[config.mk]
export PLATFORM = sky130hd
export DESIGN_NAME = lsu_ram_port
export DESIGN_NICKNAME = d
export VERILOG_FILES = /design/src/rtl/lsu_ram_port.sv
export SDC_FILE = /design/constraint.sdc
export NUM_CORES = 1
export LEC_CHECK = 0
export CORE_ASPECT_RATIO = 1.1
export CORE_MARGIN = 3
export CORE_UTILIZATION = 45
export CTS_CLUSTER_SIZE = 16
export DETAILED_ROUTE_END_ITERATION = 8
export PLACE_DENSITY = 0.86
export SLEW_MARGIN = 30
export SYNTH_ARGS = -nofsm -noshare
export SYNTH_HDL_FRONTEND = slang
export SYNTH_SLANG_ARGS = --single-unit
[constraint.sdc]
create_clock -name clk -period 3.6 [get_ports clk]
set_input_delay 0.36 -clock clk [delete_from_list [all_inputs] [get_ports clk]]
set_output_delay 0.36 -clock clk [all_outputs]
set_load 0.02 [all_outputs]
[src/rtl/lsu_ram_port.sv]
// Load/store port between the pipeline and a byte-addressed single-port RAM.
// One request is in flight at a time. Each accepted request is checked for
// legality, range and alignment. Legal requests issue a one-cycle RAM strobe.
// Faulted requests go straight to the response and never touch the RAM.
module lsu_ram_port #(
  parameter int unsigned MEM_SIZE = 4096
) (
  input  logic        clk,
  input  logic        rst,
  input  logic        req_valid,
  output logic        req_ready,
  input  logic        req_load,
  input  logic        req_store,
  input  logic [2:0]  req_access,
  input  logic [31:0] req_addr,
  input  logic [31:0] req_wdata,
  input  logic [4:0]  req_rd,
  output logic        mem_load,
  output logic        mem_store,
  output logic [2:0]  mem_access,
  output logic [31:0] mem_addr,
  output logic [31:0] mem_wdata,
  input  logic [31:0] mem_rdata,
  output logic        resp_valid,
  input  logic        resp_ready,
  output logic [31:0] resp_rdata,
  output logic [4:0]  resp_rd,
  output logic        resp_fault,
  output logic [1:0]  resp_cause,
  output logic [15:0] fault_count
);

  typedef enum logic [1:0] {
    IDLE,
    ISSUE,
    CAPTURE,
    RESP
  } state_e;

  localparam logic [1:0] CauseNone      = 2'b00;
  localparam logic [1:0] CauseMisalign  = 2'b01;
  localparam logic [1:0] CauseRange     = 2'b10;
  localparam logic [1:0] CauseIllegal   = 2'b11;

  // One extra bit so a MEM_SIZE near 2^32 still compares correctly.
  localparam logic [32:0] MemLimit = 33'(MEM_SIZE);

  state_e      state_q;
  logic        req_ready_q;
  logic        kind_load_q;
  logic        mem_load_q;
  logic        mem_store_q;
  logic [2:0]  mem_access_q;
  logic [31:0] mem_addr_q;
  logic [31:0] mem_wdata_q;
  logic        resp_valid_q;
  logic [31:0] resp_rdata_q;
  logic [4:0]  resp_rd_q;
  logic        resp_fault_q;
  logic [1:0]  resp_cause_q;
  logic [15:0] fault_count_q;

  logic        legal_acc;
  logic        illegal;
  logic        out_of_range;
  logic        misaligned;
  logic [1:0]  cause_d;
  logic [15:0] fault_count_d;

  // Classify the incoming request; illegal beats range beats alignment.
  always_comb begin
    legal_acc    = 1'b0;
    misaligned   = 1'b0;
    case (req_access)
      3'b000, 3'b001, 3'b010, 3'b100, 3'b101: legal_acc = 1'b1;
      default:                                legal_acc = 1'b0;
    endcase
    case (req_access[1:0])
      2'b01:   misaligned = req_addr[0];
      2'b10:   misaligned = (req_addr[1:0] != 2'b00);
      default: misaligned = 1'b0;
    endcase
    illegal      = (req_load == req_store) || !legal_acc ||
                   (req_store && req_access[2]);
    out_of_range = ({1'b0, req_addr} >= MemLimit);
    if (illegal) begin
      cause_d = CauseIllegal;
    end else if (out_of_range) begin
      cause_d = CauseRange;
    end else if (misaligned) begin
      cause_d = CauseMisalign;
    end else begin
      cause_d = CauseNone;
    end
  end

  // Saturating increment of the fault counter.
  always_comb begin
    fault_count_d = fault_count_q;
    if (fault_count_q != '1) begin
      fault_count_d = fault_count_q + 16'd1;
    end
  end

  // Request FSM with all outputs registered.
  always_ff @(posedge clk or negedge rst) begin
    if (!rst) begin
      state_q       <= IDLE;
      req_ready_q   <= 1'b0;
      kind_load_q   <= 1'b0;
      mem_load_q    <= 1'b0;
      mem_store_q   <= 1'b0;
      mem_access_q  <= '0;
      mem_addr_q    <= '0;
      mem_wdata_q   <= '0;
      resp_valid_q  <= 1'b0;
      resp_rdata_q  <= '0;
      resp_rd_q     <= '0;
      resp_fault_q  <= 1'b0;
      resp_cause_q  <= '0;
      fault_count_q <= '0;
    end else begin
      case (state_q)
        IDLE: begin
          if (!req_ready_q) begin
            // First edge out of reset only opens the port.
            req_ready_q <= 1'b1;
          end else if (req_valid) begin
            req_ready_q  <= 1'b0;
            kind_load_q  <= req_load;
            mem_access_q <= req_access;
            mem_addr_q   <= req_addr;
            mem_wdata_q  <= req_wdata;
            resp_rd_q    <= req_rd;
            resp_rdata_q <= '0;
            resp_cause_q <= cause_d;
            if (cause_d != CauseNone) begin
              resp_fault_q  <= 1'b1;
              resp_valid_q  <= 1'b1;
              fault_count_q <= fault_count_d;
              state_q       <= RESP;
            end else begin
              resp_fault_q <= 1'b0;
              mem_load_q   <= req_load;
              mem_store_q  <= req_store;
              state_q      <= ISSUE;
            end
          end
        end
        ISSUE: begin
          mem_load_q  <= 1'b0;
          mem_store_q <= 1'b0;
          if (kind_load_q) begin
            state_q <= CAPTURE;
          end else begin
            resp_valid_q <= 1'b1;
            state_q      <= RESP;
          end
        end
        CAPTURE: begin
          resp_rdata_q <= mem_rdata;
          resp_valid_q <= 1'b1;
          state_q      <= RESP;
        end
        RESP: begin
          if (resp_ready) begin
            resp_valid_q <= 1'b0;
            req_ready_q  <= 1'b1;
            state_q      <= IDLE;
          end
        end
        default: begin
          state_q <= IDLE;
        end
      endcase
    end
  end

  assign req_ready   = req_ready_q;
  assign mem_load    = mem_load_q;
  assign mem_store   = mem_store_q;
  assign mem_access  = mem_access_q;
  assign mem_addr    = mem_addr_q;
  assign mem_wdata   = mem_wdata_q;
  assign resp_valid  = resp_valid_q;
  assign resp_rdata  = resp_rdata_q;
  assign resp_rd     = resp_rd_q;
  assign resp_fault  = resp_fault_q;
  assign resp_cause  = resp_cause_q;
  assign fault_count = fault_count_q;

endmodule

# Word-level counts from Yosys, hierarchy flattened
# Index checks and enable logic that the tools add are counted.
# word_totals
latch_bits,0
output_inout_bits,127
memories,0
ff_bits,130
ram_bits,0
romBits,0
# op_classes
magnitude_cmp,1
n_addsub,1
div_mod_pow,0
eq_ne,17
n_shift,0
n_reduce_logical,19
n_mul,0
bitwise,0
mux,33
# ops
cell,n
$mux W32,2
$pmux W32 S2,1
$ge A32 B13 Y1 const B,1
$mux W1,18
$add A16 B1 Y16 const B,1
$ne A16 B16 Y1 const B,1
$mux W2,6
$ne A2 B2 Y1 const B,6
$reduce_and A5 Y1,2
$reduce_bool A2 Y1,5
$reduce_and A3 Y1,3
$pmux W1 S2,4
$pmux W2 S4,1
$eq A2 B2 Y1 const B,3
$eq A3 B3 Y1 const B,2
$reduce_or A5 Y1,1
$eq A2 B1 Y1 const B,2
$pmux W1 S4,1
$reduce_and A4 Y1,1
$eq A3 B1 Y1 const B,1
$eq A3 B2 Y1 const B,1
$logic_not A3 Y1,1
$logic_not A2 Y1,1
$logic_or A1 B1 Y1,2
4 further kinds,4

# Depth between registers and ports, before layout
# Gate-level depths: netlist of run 1.
# depth
depth_word,12
depth_mapped,9
mapped_depth_nobuf,8

# Worst setup path after synthesis of run 1
# OpenSTA, ideal clock, no wires.
# synth_timing
path_type,input port to flip-flop
startpoint,in req_access[0]
endpoint,reg fault_count_q[3] (netlist: fault_count[3])
path_stages,9
setup_slack_ns,1.528
t_required_ns,3.470
setup_ns,0.130
t_arrival_ns,1.942
path_cell_list,inv_1 > ha_1 > nor2b_1 > o311ai_1 > a211oi_4 > a21oi_4 > buf_6 > nand4_4 > xnor2_1
# synth_via
elab_chain_len,9
word_cells_on_any_way,18
cone_classes,eq/ne (6); mux (5); reduce/logical (7)
# synth_lines
element,line_no,source
start: declaration,14,"input logic [2:0] req_access,"
$eq A3 B1 Y1 (tied with other cells),74,case (req_access)
$reduce_or A5 Y1,74,
$mux W1,74,
$logic_not A1 Y1,83,illegal = (req_load == req_store) || !legal_acc ||
$logic_or A1 B1 Y1 (2 in series),83,
$mux W2 *,86,if (illegal) begin
$reduce_bool A2 Y1 *,137,if (cause_d != CauseNone) begin
$reduce_and A5 Y1 (no source line) *,--,
end signal: assignment,140,fault_count_q <= fault_count_d;
end: declaration,61,logic [15:0] fault_count_q;
# Every way passes the cells marked *; elsewhere a longest branch is shown, timed or not.
# A chain may end at the register's enable or synchronous reset.

# Worst setup path in the final report of run 1
# layout_timing
startpoint,in req_access[0]
endpoint,reg fault_count_q[1] (netlist: fault_count[1])
# Same word-level chain as after synthesis.

==> results of run 1 <==
-- flip-flops by register name (all words and copies together) (netlist names) --
| signal | cells |
|---|---|
| mem_addr | 32 |
| req_ready | 1 |
| mem_wdata | 32 |
| kind_load_q | 1 |
| fault_count | 16 |
| mem_load | 1 |
| resp_valid | 1 |
| resp_rdata | 32 |
| mem_access | 3 |
| mem_store | 1 |
| resp_cause | 2 |
| state_q | 2 |
| resp_rd | 5 |
| resp_fault | 1 |
-- logic make-up after synthesis --
group | share of synthesized area, %
mux | 0.216
compound gates | 9.08
buf+inv | 2.61
fa+ha+maj | 1.92
xor+xnor | 2.52
simple gates | 21.4
flops | 62.3
-- critical path: stages --
cell	delay, ns
sky130_fd_sc_hd__clkdlybuf4s50_1	0.49
sky130_fd_sc_hd__inv_1	0.08
sky130_fd_sc_hd__ha_1	0.23
sky130_fd_sc_hd__nor2b_1	0.14
sky130_fd_sc_hd__o311ai_1	0.47
sky130_fd_sc_hd__a211oi_4	0.16
sky130_fd_sc_hd__a21oi_4	0.50
sky130_fd_sc_hd__mux2_2	0.39
-- synthesized netlist by cell type (3+ instances only) --
cell type | count | share of area (%)
sky130_fd_sc_hd__nand3_1 | 5 | 0.48
sky130_fd_sc_hd__xnor2_1 | 14 | 2.3
sky130_fd_sc_hd__nand3_2 | 5 | 0.96
sky130_fd_sc_hd__inv_1 | 9 | 0.65
sky130_fd_sc_hd__o31ai_1 | 3 | 0.43
sky130_fd_sc_hd__nand4_1 | 5 | 0.60
sky130_fd_sc_hd__nor4_1 | 5 | 0.60
sky130_fd_sc_hd__and3_1 | 5 | 0.60
sky130_fd_sc_hd__nor2_1 | 3 | 0.22
sky130_fd_sc_hd__ha_1 | 8 | 1.9
sky130_fd_sc_hd__dfrtp_1 | 130 | 62
sky130_fd_sc_hd__o21ai_0 | 11 | 1.1
sky130_fd_sc_hd__a22o_1 | 32 | 5.4
sky130_fd_sc_hd__nand2_1 | 226 | 16
sky130_fd_sc_hd__o211ai_1 | 3 | 0.43
sky130_fd_sc_hd__a21oi_1 | 3 | 0.29
sky130_fd_sc_hd__clkbuf_1 | 23 | 1.7
-- stage by stage --
step                      power [mW]  hold slack, ns  util (%)  setup WS (ns)  area [µm²]
after floorplan                 4.06          0.0644         -           1.53        5220
after global placement          5.57           0.396      69.6          0.752        7730
after detailed placement        5.67           0.404      69.6          0.651        7740
after CTS                       7.36           0.474      74.8           1.08        8320
after global routing            7.72           0.475      74.8          0.876        8320
final                           7.28           0.470      74.8           1.05        8320
-- layer usage --
metal	global-route usage [%]	part of all wire (%)
met5	0	0
met4	6.08	0.99
met3	7.75	7.8
met2	40.2	53
met1	27.3	38
-- layout make-up --
class	count	share of cell area, %
Inverter	9	0.406
Sequential cell	130	39.1
Timing Repair Buffer	243	29.1
Clock buffer	24	5.91
Clock inverter	5	0.933
Tap cell	147	2.21
Multi-Input combinational cell	346	22.3
-- power breakdown --
group / internal [mW] / total [mW] / leakage, nW / switching, mW
Sequential: 2.06 / 2.41 / 1.65 / 0.349
Combinational: 1.51 / 3.23 / 1.93 / 1.72
Clock: 1.08 / 1.65 / 0.278 / 0.568
Total: 4.65 / 7.28 / 3.86 / 2.63
-- worst max-delay path by stage --
stage,from,endpoint,slack (ns)
final,req_access[0],fault_count[1],1.05
after global routing,req_access[0],fault_count[15],0.88
after CTS,req_access[0],fault_count[1],1.08
after detailed placement,req_access[0],fault_count[1],0.65
after global placement,req_access[0],fault_count[1],0.75
after floorplan,req_access[0],fault_count[3],1.53
==> metrics.yaml, run 1 <==
sta:
  tns_ns: 0
  setup_repair_after_global_routing_missed_its_margin: "no"
  finalHoldViolations: 0
  maxSlewViolCount: 0
  worst_pin_slew_ns: 0.772
  period_share_pct: 70.8
  min_period_ns: 2.55
  timing.fmax_mhz: 393
  slew-limit-headroom_pct: 48.5
  worst_clock_skew_ns: 0.00818
  final_setup_violations: 0
clock_network:
  cts_root_buf: "sky130_fd_sc_hd__clkbuf_16"
  cts.repair_timing.setup_buffer_count: 0
  ctsHtreeMaxLevel: 4
  clock-sinks: 130
  clock_slew_at_the_register_clock_pins_of_the_worst_setup_and_hold_paths_ns: 0.06
  holdBufCountCts: 1
  cts_resized: 0
  clk_latency_ns: 0.40
  cts_inserted_buffers: 17
  tritoncts: "built"
  clk_path_buf_depth: 2
status:
  result_of_the_run: "completed"
setup_path:
  worst_setup_path_end_kind: "flop"
  timing.critical_path.fanout_max: 16
  worstSetupPathType: "in -> reg"
  regToRegStartpoint: "state_q[0]"
  timing.reg2reg.setup_slack_ns: 1.14
  reg2reg_depth: 8
  critical_path_required_ns: 3.88
  timing.rr.end: "mem_addr[10]"
  cp-start-kind: "input pin"
  worst-endpoint-arrival_ns: 2.83
route:
  drt_iter0_drc: 254
  routed_via_density: 5.02
  drt_wl_total_um: 14700
  via_count: 4542
  routedWlPerCell_um: 16.3
  detail_route.first_pass.iterations: 4
  postRouteAntennaNets: 0
  route.detailed.drc: 0
grt:
  antenna_violations_before_repair: 0
  gr_ovfl_total: 0
  grt_first_pass_wirelength_um: 23600
  first_global_vias: 4649
  gr-usage-all-layers_pct: 23.2
  grt_max_degree: 81
final_layout:
  layout.cells.non_filler: 904
  antenna_cells_inserted: 0
  final_net_count: 865
  fillerInstances: 781
  ratio_of_cells_with_drive_above_1_in_the_final_layout_pct: 6.61
  multi_input_comb_area_um2: 1860
  areaGrowthSynthToFinish_pct: 59.3
  seq_area_um2: 3250
  layout_commonest_cell: "sky130_fd_sc_hd__clkdlybuf4s50_1"
  layout_common_cells: "sky130_fd_sc_hd__clkdlybuf4s50_1 (235), sky130_fd_sc_hd__nand2_1 (226), sky130_fd_sc_hd__dfrtp_1 (130)"
placed_design:
  port-buffer-count: 236
  gp_routability_congestion: 0.793
  dp_hpwl_um: 10700
  post-place-cells: 874
floorplanning:
  die-height_um: 119
  die_width_um: 109
  floorplan.core_area_um2: 11100
  num_rows: 40
  initial_core_util_pct: 47.0
  top_level_ports: 237
  total_die_area_um2: 12900
worst_hold_path:
  hp-start: "mem_addr[15]"
  hold_path_class: "reg -> reg"
  hold_path_end: "mem_addr[15]"
  hold_path_depth: 2
synth:
  post_synth_edffs: 0
  synthFlopType: "sky130_fd_sc_hd__dfrtp_1"
  synth.avg_cell_area_um2: 10.2
  postSynth.asyncResetShare_pct: 100
  postSynthCellCount: 510
  seq_area_frac_synth_pct: 62.3
  number_of_warnings_issued_by_yosys: 0
  postSynthNetCount: 628
  ys_seq_elements: 130
  syn_area_um2: 5220
  synthDistinctLibCells: 35
power_and_ir_drop:
  vdd.ir_drop.worst_v: 0.000475
  p_leak_nw: 3.86
  power-per-cell-area_nw_per_um2: 876
run:
  drv.max_cap_violation_count: 0
(Power assumes the default switching activity.)
==> run 2, diff against run 1 <==
--- a/config.mk
+++ b/config.mk
@@ -7,10 +7,10 @@
 export LEC_CHECK = 0
 export CORE_ASPECT_RATIO = 1.1
 export CORE_MARGIN = 3
-export CORE_UTILIZATION = 45
+export CORE_UTILIZATION = 42
 export CTS_CLUSTER_SIZE = 16
 export DETAILED_ROUTE_END_ITERATION = 8
-export PLACE_DENSITY = 0.86
+export PLACE_DENSITY = 0.81
 export SLEW_MARGIN = 30
 export SYNTH_ARGS = -nofsm -noshare
 export SYNTH_HDL_FRONTEND = slang
==> constraint.sdc (replaced) <==
create_clock -name clk -period 2.65 [get_ports clk]
set_input_delay 0.265 -clock clk [delete_from_list [all_inputs] [get_ports clk]]
set_output_delay 0.265 -clock clk [all_outputs]
set_load 0.02 [all_outputs]
==> metrics.yaml, run 2 (synthesis results as in run 1) <==
final_layout:
  ratio_of_cells_with_drive_above_1_in_the_final_layout_pct: 7.84  # +1.2 points
  layout_common_cells: "sky130_fd_sc_hd__clkdlybuf4s50_1 (235), sky130_fd_sc_hd__nand2_1 (226), sky130_fd_sc_hd__dfrtp_1 (130)"
  fillerInstances: 911  # +17%
  multi_input_comb_area_um2: 1860  # unchanged
  areaGrowthSynthToFinish_pct: 61.5
  final_util_pct: 69.8  # -5.1 points
  antenna_cells_inserted: 0  # unchanged
  layout_commonest_cell: "sky130_fd_sc_hd__clkdlybuf4s50_1"
  seq_area_um2: 3250  # unchanged
  final_net_count: 870  # +0.58%
power_and_ir_drop:
  cell_internal_pwr_mw: 6.44  # +39%
  vdd.ir_drop.worst_v: 0.000769  # +62%
  power_frac_comb_pct: 44.0  # -0.3 points
  clock_share_of_power_pct: 23.6  # +1.0 points
  p_leak_nw: 3.91  # +1.5%
  power.share.switching_pct: 36.1  # about the same
  power-per-cell-area_nw_per_um2: 1200  # +37%
  power.sequential.fraction_pct: 32.4  # -0.7 points
  switchingPower_mw: 3.65  # +38%
setup_path:
  worst-endpoint-arrival_ns: 2.47  # -0.36 ns
  critical_path.n_buffers_inverters: 2  # unchanged
  slowest_stage: "sky130_fd_sc_hd__buf_4"
  crit_chain: "inv_1 > ha_1 > nand3_4 > buf_4 > o21ai_0 > o21ai_0"
  cp_common_cell: "sky130_fd_sc_hd__o21ai_0"
  worstSetupPathType: "reg -> reg"
  cpLargestDelayFamily: "buffers and inverters"
  timing.critical_path.slowest_cell_delay_ns: 0.65  # +0.15 ns
  critical_path_required_ns: 2.97  # -0.91 ns
  cp-start-kind: "flop"
  worst_setup_path_end_kind: "flop"
  timing.critical_path.fanout_max: 80  # +64
placed_design:
  dp_hpwl_um: 10600  # -0.85%
  port-buffer-count: 236  # unchanged
  pre_cts_slack_ns: 0.110  # -0.541 ns
  gp_routability_congestion: 0.787  # -0.83%
clock_network:
  clk_latency_ns: 0.40  # about the same
  clock_slew_at_the_register_clock_pins_of_the_worst_setup_and_hold_paths_ns: 0.05  # about the same
  cts_root_buf: "sky130_fd_sc_hd__clkbuf_16"
  clk_path_buf_depth: 2  # unchanged
  cts.repair_timing.setup_buffer_count: 0  # unchanged
  cts_inserted_buffers: 17  # unchanged
  tritoncts: "built"
  ctsHtreeMaxLevel: 4  # unchanged
  cts_resized: 0  # unchanged
  clock-sinks: 130  # unchanged
route:
  routedWlPerCell_um: 15.9  # -1.9%
  detail_route.first_pass.iterations: 6  # +2
  drt_wl_total_um: 14700  # -0.29%
  via_count: 4517  # -0.55%
  drt_iter0_drc: 283  # +11%
  postRouteAntennaNets: 0  # unchanged
  route.detailed.drc: 0  # unchanged
  routed_via_density: 4.92  # -2.2%
sta:
  period_share_pct: 81.1
  setup_repair_after_global_routing_missed_its_margin: "no"
  final_setup_violations: 0  # unchanged
  setup_ws_ns: 0.502  # -0.551 ns
  finalHoldViolations: 0  # unchanged
  worst_pin_slew_ns: 0.817  # +0.0450 ns
  timing.fmax_mhz: 465
  tns_ns: 0  # unchanged
  worst_clock_skew_ns: 0.00632  # -0.00186 ns
  min_period_ns: 2.15
  slew-limit-headroom_pct: 45.5  # -3.0 points
  maxSlewViolCount: 0  # unchanged
run:
  drv.max_cap_violation_count: 0  # unchanged
grt:
  grt_max_degree: 81  # unchanged
  gr-usage-all-layers_pct: 21.3  # -1.9 points
  antenna_violations_before_repair: 0  # unchanged
  gr_ovfl_total: 0  # unchanged
  grt_first_pass_wirelength_um: 23000  # -2.3%
  first_global_vias: 4533  # -2.5%
floorplanning:
  die-height_um: 123  # +3.3%
  top_level_ports: 237  # unchanged
  total_die_area_um2: 13800  # +6.8%
  initial_core_util_pct: 43.2  # -3.8 points
  floorplan.core_area_um2: 12100  # +8.8%
  num_rows: 42  # +5.0%
  die_width_um: 112  # +3.3%
worst_hold_path:
  hold_path_class: "in -> async"
status:
  result_of_the_run: "completed"
run 2: worst paths after layout:
kind,start,endpoint,slack [ns],depth (start not counted)
max in group asynchronous,rst,mem_access[2],1.56,3
min in group clk,req_addr[6],mem_addr[6],0.39,3
min,rst,mem_addr[6],0.39,2
max reg2reg,state_q[0],req_ready,0.50,6
min reg2reg,mem_addr[6],mem_addr[6],0.47,2
max,state_q[0],req_ready,0.50,6
run 2: per-layer routing:
metal  routed length [µm]  track usage [%]  vias to the layer above
met5                    0                0                        -
met4                  412             9.47                        0
met3                 1090             6.75                       25
met2                 7410             35.7                      176
met1                 5740             25.2                     2154
li1                     -                -                     2162
run 2: cell type report:
| type | instances | area share, % |
|---|---|---|
| multi-input combinational | 346 | 22.0 |
| timing repair buffer | 248 | 29.4 |
| tap | 154 | 2.29 |
| clock inverter | 10 | 1.54 |
| inverter | 9 | 0.401 |
| clock buffer | 22 | 5.74 |
| sequential | 130 | 38.6 |
run 2: what timing repair did:
action,CTS,global route
hold endpoints to repair,55,0
hold buffers,1,0
endpoints found under the setup margin,0,0
run 2: power by group through the flow:
| stage | Combinational, mW | Clock (mW) | Sequential (mW) |
|---|---|---|---|
| 2_1_floorplan | 1.31 | 0 | 4.21 |
| 3_3_place_gp | 4.35 | 0 | 3.25 |
| 3_5_place_dp | 4.47 | 0 | 3.29 |
| 4_1_cts | 4.50 | 2.43 | 3.27 |
| 5_1_grt | 4.76 | 2.53 | 3.37 |
| 6_report | 4.44 | 2.38 | 3.27 |
run 2: through the flow:
stage / hold slack (ns) / area [µm²] / std cells / power [mW]
after floorplan: -0.0306 / 5220 / 510 / 5.51
after global placement: 0.259 / 7810 / 886 / 7.60
after detailed placement: 0.271 / 7810 / 886 / 7.76
after CTS: 0.367 / 8430 / 919 / 10.2
after global routing: 0.384 / 8430 / 919 / 10.7
final: 0.385 / 8430 / 919 / 10.1
==> run 3, diff against run 2 <==
==> constraint.sdc (replaced) <==
create_clock -name clk -period 2.05 [get_ports clk]
set_input_delay 0.205 -clock clk [delete_from_list [all_inputs] [get_ports clk]]
set_output_delay 0.205 -clock clk [all_outputs]
set_load 0.02 [all_outputs]
==> metrics.yaml, run 3 (synthesis results as in run 1) <==
run:
  drv.max_cap_violation_count: 0  # unchanged
sta:
  finalHoldViolations: 0  # unchanged
  setup_ws_ns: 0.127  # -0.374 ns
  slew-limit-headroom_pct: 65.5  # +20 points
  final_setup_violations: 0  # unchanged
  timing.fmax_mhz: 520  # +12%
  maxSlewViolCount: 0  # unchanged
  hold-worst-slack_ns: 0.164  # -0.221 ns
  worst_clock_skew_ns: 0.00462  # -0.00170 ns
  setup_repair_after_global_routing_missed_its_margin: "no"
  worst_pin_slew_ns: 0.512  # -0.305 ns
  period_share_pct: 93.8  # +13 points
  min_period_ns: 1.92  # -0.226 ns
setup_path:
  worstSetupPathType: "reg -> reg"
  timing.critical_path.fanout_max: 8  # -90%
  cp-start-kind: "flop"
  worst-endpoint-arrival_ns: 2.21  # -0.26 ns
  critical_path_required_ns: 2.34  # -0.63 ns
  worst_setup_path_end_kind: "flop"
final_layout:
  ratio_of_cells_with_drive_above_1_in_the_final_layout_pct: 9.52  # +1.7 points
  fillerInstances: 910  # -0.11%
  layout.cells.non_filler: 931  # +1.3%
  final_net_count: 884  # +1.6%
  final_util_pct: 70.8  # +1.0 points
  layout_common_cells: "sky130_fd_sc_hd__clkdlybuf4s50_1 (233), sky130_fd_sc_hd__nand2_1 (226), sky130_fd_sc_hd__dfrtp_1 (130)"
  layout_commonest_cell: "sky130_fd_sc_hd__clkdlybuf4s50_1"
  antenna_cells_inserted: 0  # unchanged
  areaGrowthSynthToFinish_pct: 63.9
power_and_ir_drop:
  p_leak_nw: 3.99  # +1.9%
  total_power_mw: 13.0  # +29%
  vdd.ir_drop.worst_v: 0.000817  # +6.2%
  power-per-cell-area_nw_per_um2: 1520  # +27%
route:
  drt_wl_total_um: 15400  # +5.3%
  drt_iter0_drc: 238  # -16%
  routed_via_density: 5.02  # +2.2%
  detail_route.first_pass.iterations: 6  # unchanged
  routedWlPerCell_um: 16.6  # +4.0%
  via_count: 4676  # +3.5%
  postRouteAntennaNets: 0  # unchanged
  route.detailed.drc: 0  # unchanged
grt:
  grt_first_pass_wirelength_um: 23600  # +2.5%
  grt_max_degree: 81  # unchanged
  first_global_vias: 4770  # +5.2%
  gr-usage-all-layers_pct: 21.7  # +0.49 points
  gr_ovfl_total: 0  # unchanged
  antenna_violations_before_repair: 0  # unchanged
clock_network:
  cts_inserted_buffers: 17  # unchanged
  clk_path_buf_depth: 2  # unchanged
  clk_latency_ns: 0.40  # about the same
  clock-sinks: 130  # unchanged
  tritoncts: "built"
  ctsHtreeMaxLevel: 4  # unchanged
  clock_slew_at_the_register_clock_pins_of_the_worst_setup_and_hold_paths_ns: 0.05  # about the same
  cts_root_buf: "sky130_fd_sc_hd__clkbuf_16"
placed_design:
  pre_cts_slack_ns: -0.396  # -0.505 ns
  gp_routability_congestion: 0.805  # +2.3%
  port-buffer-count: 236  # unchanged
  post-place-cells: 897  # +1.2%
  dp_hpwl_um: 11200  # +5.2%
floorplanning:
  die_width_um: 112  # unchanged
  num_rows: 42  # unchanged
  total_die_area_um2: 13800  # unchanged
  die-height_um: 123  # unchanged
  initial_core_util_pct: 43.2  # unchanged
  floorplan.core_area_um2: 12100  # unchanged
  top_level_ports: 237  # unchanged
status:
  result_of_the_run: "completed"
worst_hold_path:
  hold_path_class: "in -> reg"
## run 3: layer usage
metal	wire [µm]	share of wire (%)	vias up	global-route usage [%]
met1	6020	39	2272	24.8
met3	1040	6.7	39	7.15
met5	0	0	-	0
met4	492	3.2	0	10.1
met2	7880	51	171	37.3
li1	-	-	2194	-
## run 3: worst paths after layout
check | start | slack [ns] | end | cells after the start
min reg2reg | mem_addr[12] | 0.47 | mem_addr[12] | 2
max reg2reg | fault_count[9] | 0.13 | fault_count[3] | 8
max in group asynchronous | rst | 1.03 | req_ready | 3
min in group asynchronous | rst | 0.32 | mem_addr[7] | 2
max | fault_count[9] | 0.13 | fault_count[3] | 8
min | req_access[1] | 0.16 | mem_access[1] | 3
## run 3: repair_timing
action / 4_1_cts / 5_1_grt
setup endpoints to repair: 0 / 9
resized for setup: 0 / 15
hold buffers: 1 / 0
setup buffers: 0 / 3
endpoints found under the hold margin: 53 / 0
## run 3: final cells by class
class,count,area [µm²],share of cell area [%]
tap,154,193,2.25
timing repair buffer,262,2640,30.8
multi-input combinational,346,1880,22.0
clock buffer,24,482,5.63
clock inverter,6,80.1,0.936
sequential,130,3250,38.0
inverter,9,33.8,0.395
## run 3: per-stage QoR
stage | TNS, ns | area, µm²
finish | 0 | 8560
global route | 0 | 8560
CTS | 0 | 8470
detailed placement | -6.22 | 7900
global placement | -4.49 | 7900
floorplan | 0 | 5220
## run 3: where the power goes
part           switching (mW)  total, mW  internal (mW)
combinational            3.13       5.92           2.79
clock                    1.00       2.87           1.86
sequential              0.601       4.22           3.62
total                    4.74       13.0           8.27
## run 3: worst max-delay path, stage by stage (launching register included)
cell	delay [ns]
sky130_fd_sc_hd__dfrtp_1	0.43
sky130_fd_sc_hd__and4_4	0.20
sky130_fd_sc_hd__and4_1	0.24
sky130_fd_sc_hd__a41o_1	0.28
sky130_fd_sc_hd__a21oi_4	0.15
sky130_fd_sc_hd__buf_12	0.15
sky130_fd_sc_hd__buf_12	0.13
sky130_fd_sc_hd__nand4_4	0.10
sky130_fd_sc_hd__xnor2_1	0.13
==> RTL change: new RTL, config.mk and constraints of run 3 <==
Encoding of `state_e`: now one-hot (4 bits for 4 states).
--- a/src/rtl/lsu_ram_port.sv
+++ b/src/rtl/lsu_ram_port.sv
@@ -32,7 +32,7 @@
 
-  typedef enum logic [1:0] {
-    IDLE,
-    ISSUE,
-    CAPTURE,
-    RESP
+  typedef enum logic [3:0] {
+    IDLE    = 4'b0001,
+    ISSUE   = 4'b0010,
+    CAPTURE = 4'b0100,
+    RESP    = 4'b1000
   } state_e;
Behaviour: same outputs for any inputs over 4 cycles, from zero or initial values and one cycle with rst low; so few cycles prove little.
==> RTL change against run 3 <==
- sequential cell count up 2
- synthesized area up 6.0%
- cell area is 3.6% higher
- routed wire length decreased by 3.2%
- count of clock-buffer cells in the layout decreased by 6
- power decreased by 11%
- worst setup slack improved by 0.57 ps
- hold slack better by 130 ps
- first-iteration DRC count is 27% higher
- non-clock buffer count up 5
==> RTL change: results <==
{
  "outcome": "complete, no violations",
  "finalWeightedCongestion": 0.832,
  "ys_warn_count": 0,
  "cts_inserted_buffers": 17,
  "port_buffers": 236,
  "drt-initial-drc-count": 303,
  "worst_pin_slew_ps": 824,
  "power.share.clock_pct": 24.8,
  "synth_cell_types": 41,
  "grt_start_max_net_pins": 112,
  "clk_pin_slew_worst_paths_ps": 60,
  "initial_antenna_violation_count": 0,
  "vias_per_cell": 4.91,
  "crit_fanout": 16,
  "ys_async_sr_fraction_pct": 100,
  "synth_area_leaders": "sky130_fd_sc_hd__dfrtp_1 (59%), sky130_fd_sc_hd__nand2_1 (20%), sky130_fd_sc_hd__o21ai_0 (3.3%)",
  "clock-root-buffer": "sky130_fd_sc_hd__clkbuf_16",
  "pg_seq_w": 0.00390,
  "cts_htree_levels": 4,
  "post-dp-hpwl_um": 11000,
  "worstPathArrival_ps": 2210,
  "finalWirelength_um": 14900,
  "finalMaxSlewViolations": 0,
  "antenna-diode-count": 0,
  "total_internal_power_w": 0.00726,
  "cts_setup_buffers": 0,
  "leakagePower_nw": 4.03,
  "syn_nets": 711,
  "synthTopCellsByCount": "sky130_fd_sc_hd__nand2_1 (293), sky130_fd_sc_hd__dfrtp_1 (131), sky130_fd_sc_hd__o21ai_0 (37), sky130_fd_sc_hd__clkbuf_1 (17), sky130_fd_sc_hd__nor2_1 (14)",
  "layout-drive-gt1-share_pct": 10.2,
  "irDropWorstVdd_uv": 854,
  "grt_util_all_layers_pct": 20.9,
  "grt_pass1_vias": 5034,
  "clkLatencyLatePin_ps": 400,
  "synth-seq-area-share_pct": 59.7,
  "worstHoldPathType": "input pin to asynchronous set/reset pin",
  "clock_skew_ps": 6.15,
  "firstDrtPassIters": 6,
  "fin_nets": 966,
  "grt_first_pass_wirelength_um": 24400,
  "pwr-share-seq_pct": 33.8,
  "cts_max_path_buffers": 2,
  "placed_cell_area_sq_mm": 0.00826
}
-- RTL change: cell types whose count changed in the layout (fill, tap and decap cells not counted), sizes merged, moves of 10 or more --
cell   change
nor4      +10
xor2      +12
nor2      +12
o21ai     +26
a22o      -32
nand2     +67
xnor2     -11
-- RTL change: final cells by class --
class,count,area (sq um)
clock buffers,18,439
clock inverters,14,131
fillers,955,3880
inverters,4,15.0
multi-input cells,430,2130
flip-flops and latches,132,3300
well taps,157,196
repair buffers,267,2650
-- RTL change: final timing paths --
kind,start,to,slack [ps],depth (start not counted)
setup / recovery,req_access[0],fault_count[1],130,9
min in group clk,req_wdata[26],mem_wdata[26],330,3
hold reg to reg,mem_addr[22],mem_addr[22],470,2
hold / removal,rst,resp_rdata[20],300,2
setup reg to reg,state_q[1],mem_wdata[14],170,5
max in group asynchronous,rst,mem_access[0],1110,3
-- RTL change: worst max-delay path, stage by stage --
cell	delay [ps]
sky130_fd_sc_hd__clkdlybuf4s50_1	490
sky130_fd_sc_hd__inv_1	80
sky130_fd_sc_hd__ha_2	200
sky130_fd_sc_hd__and2b_2	210
sky130_fd_sc_hd__o311ai_4	300
sky130_fd_sc_hd__nor4_4	70
sky130_fd_sc_hd__buf_12	160
sky130_fd_sc_hd__nor2_2	130
sky130_fd_sc_hd__mux2_2	340
-- RTL change: per-layer routing --
| layer | vias to the layer above | part of all wire (%) | wire [um] | GRT usage (%) |
|---|---|---|---|---|
| li1 | 2445 | - | - | - |
| met1 | 2364 | 41 | 6110 | 26.1 |
| met2 | 191 | 49 | 7320 | 33.5 |
| met3 | 20 | 8.6 | 1280 | 7.35 |
| met4 | 0 | 1.5 | 223 | 7.53 |
| met5 | - | 0 | 0 | 0 |
-- RTL change: cells by family after synthesis --
logic type,synth area share [%]
AOI/OAI and AO/OA,6.31
xor gates and xnor gates,2.53
adders and majority gates,0.904
buffers and inverters,2.67
DFF,59.7
muxes,0.203
and+or+nand+nor,27.7
-- RTL change: repair_timing --
item / in CTS / in global routing
gates resized for setup: 1 / 6
hold buffers: 1 / 0
gates cloned: 0 / 0
endpoints found under the setup margin: 1 / 6
endpoints found under the hold margin: 41 / 0
-- RTL change: metrics by stage --
| stage | setup slack (ps) | std cells | hold WS [ps] | util [%] |
|---|---|---|---|---|
| after floorplan | 39.3 | 597 | -90.6 | - |
| after global routing | 3.97 | 1022 | 310 | 69.5 |
| final | 128 | 1022 | 295 | 69.5 |
| after detailed placement | -400 | 989 | 157 | 64.8 |
| after global placement | -362 | 989 | 153 | 64.8 |
| after CTS | 77.1 | 1022 | 295 | 69.3 |
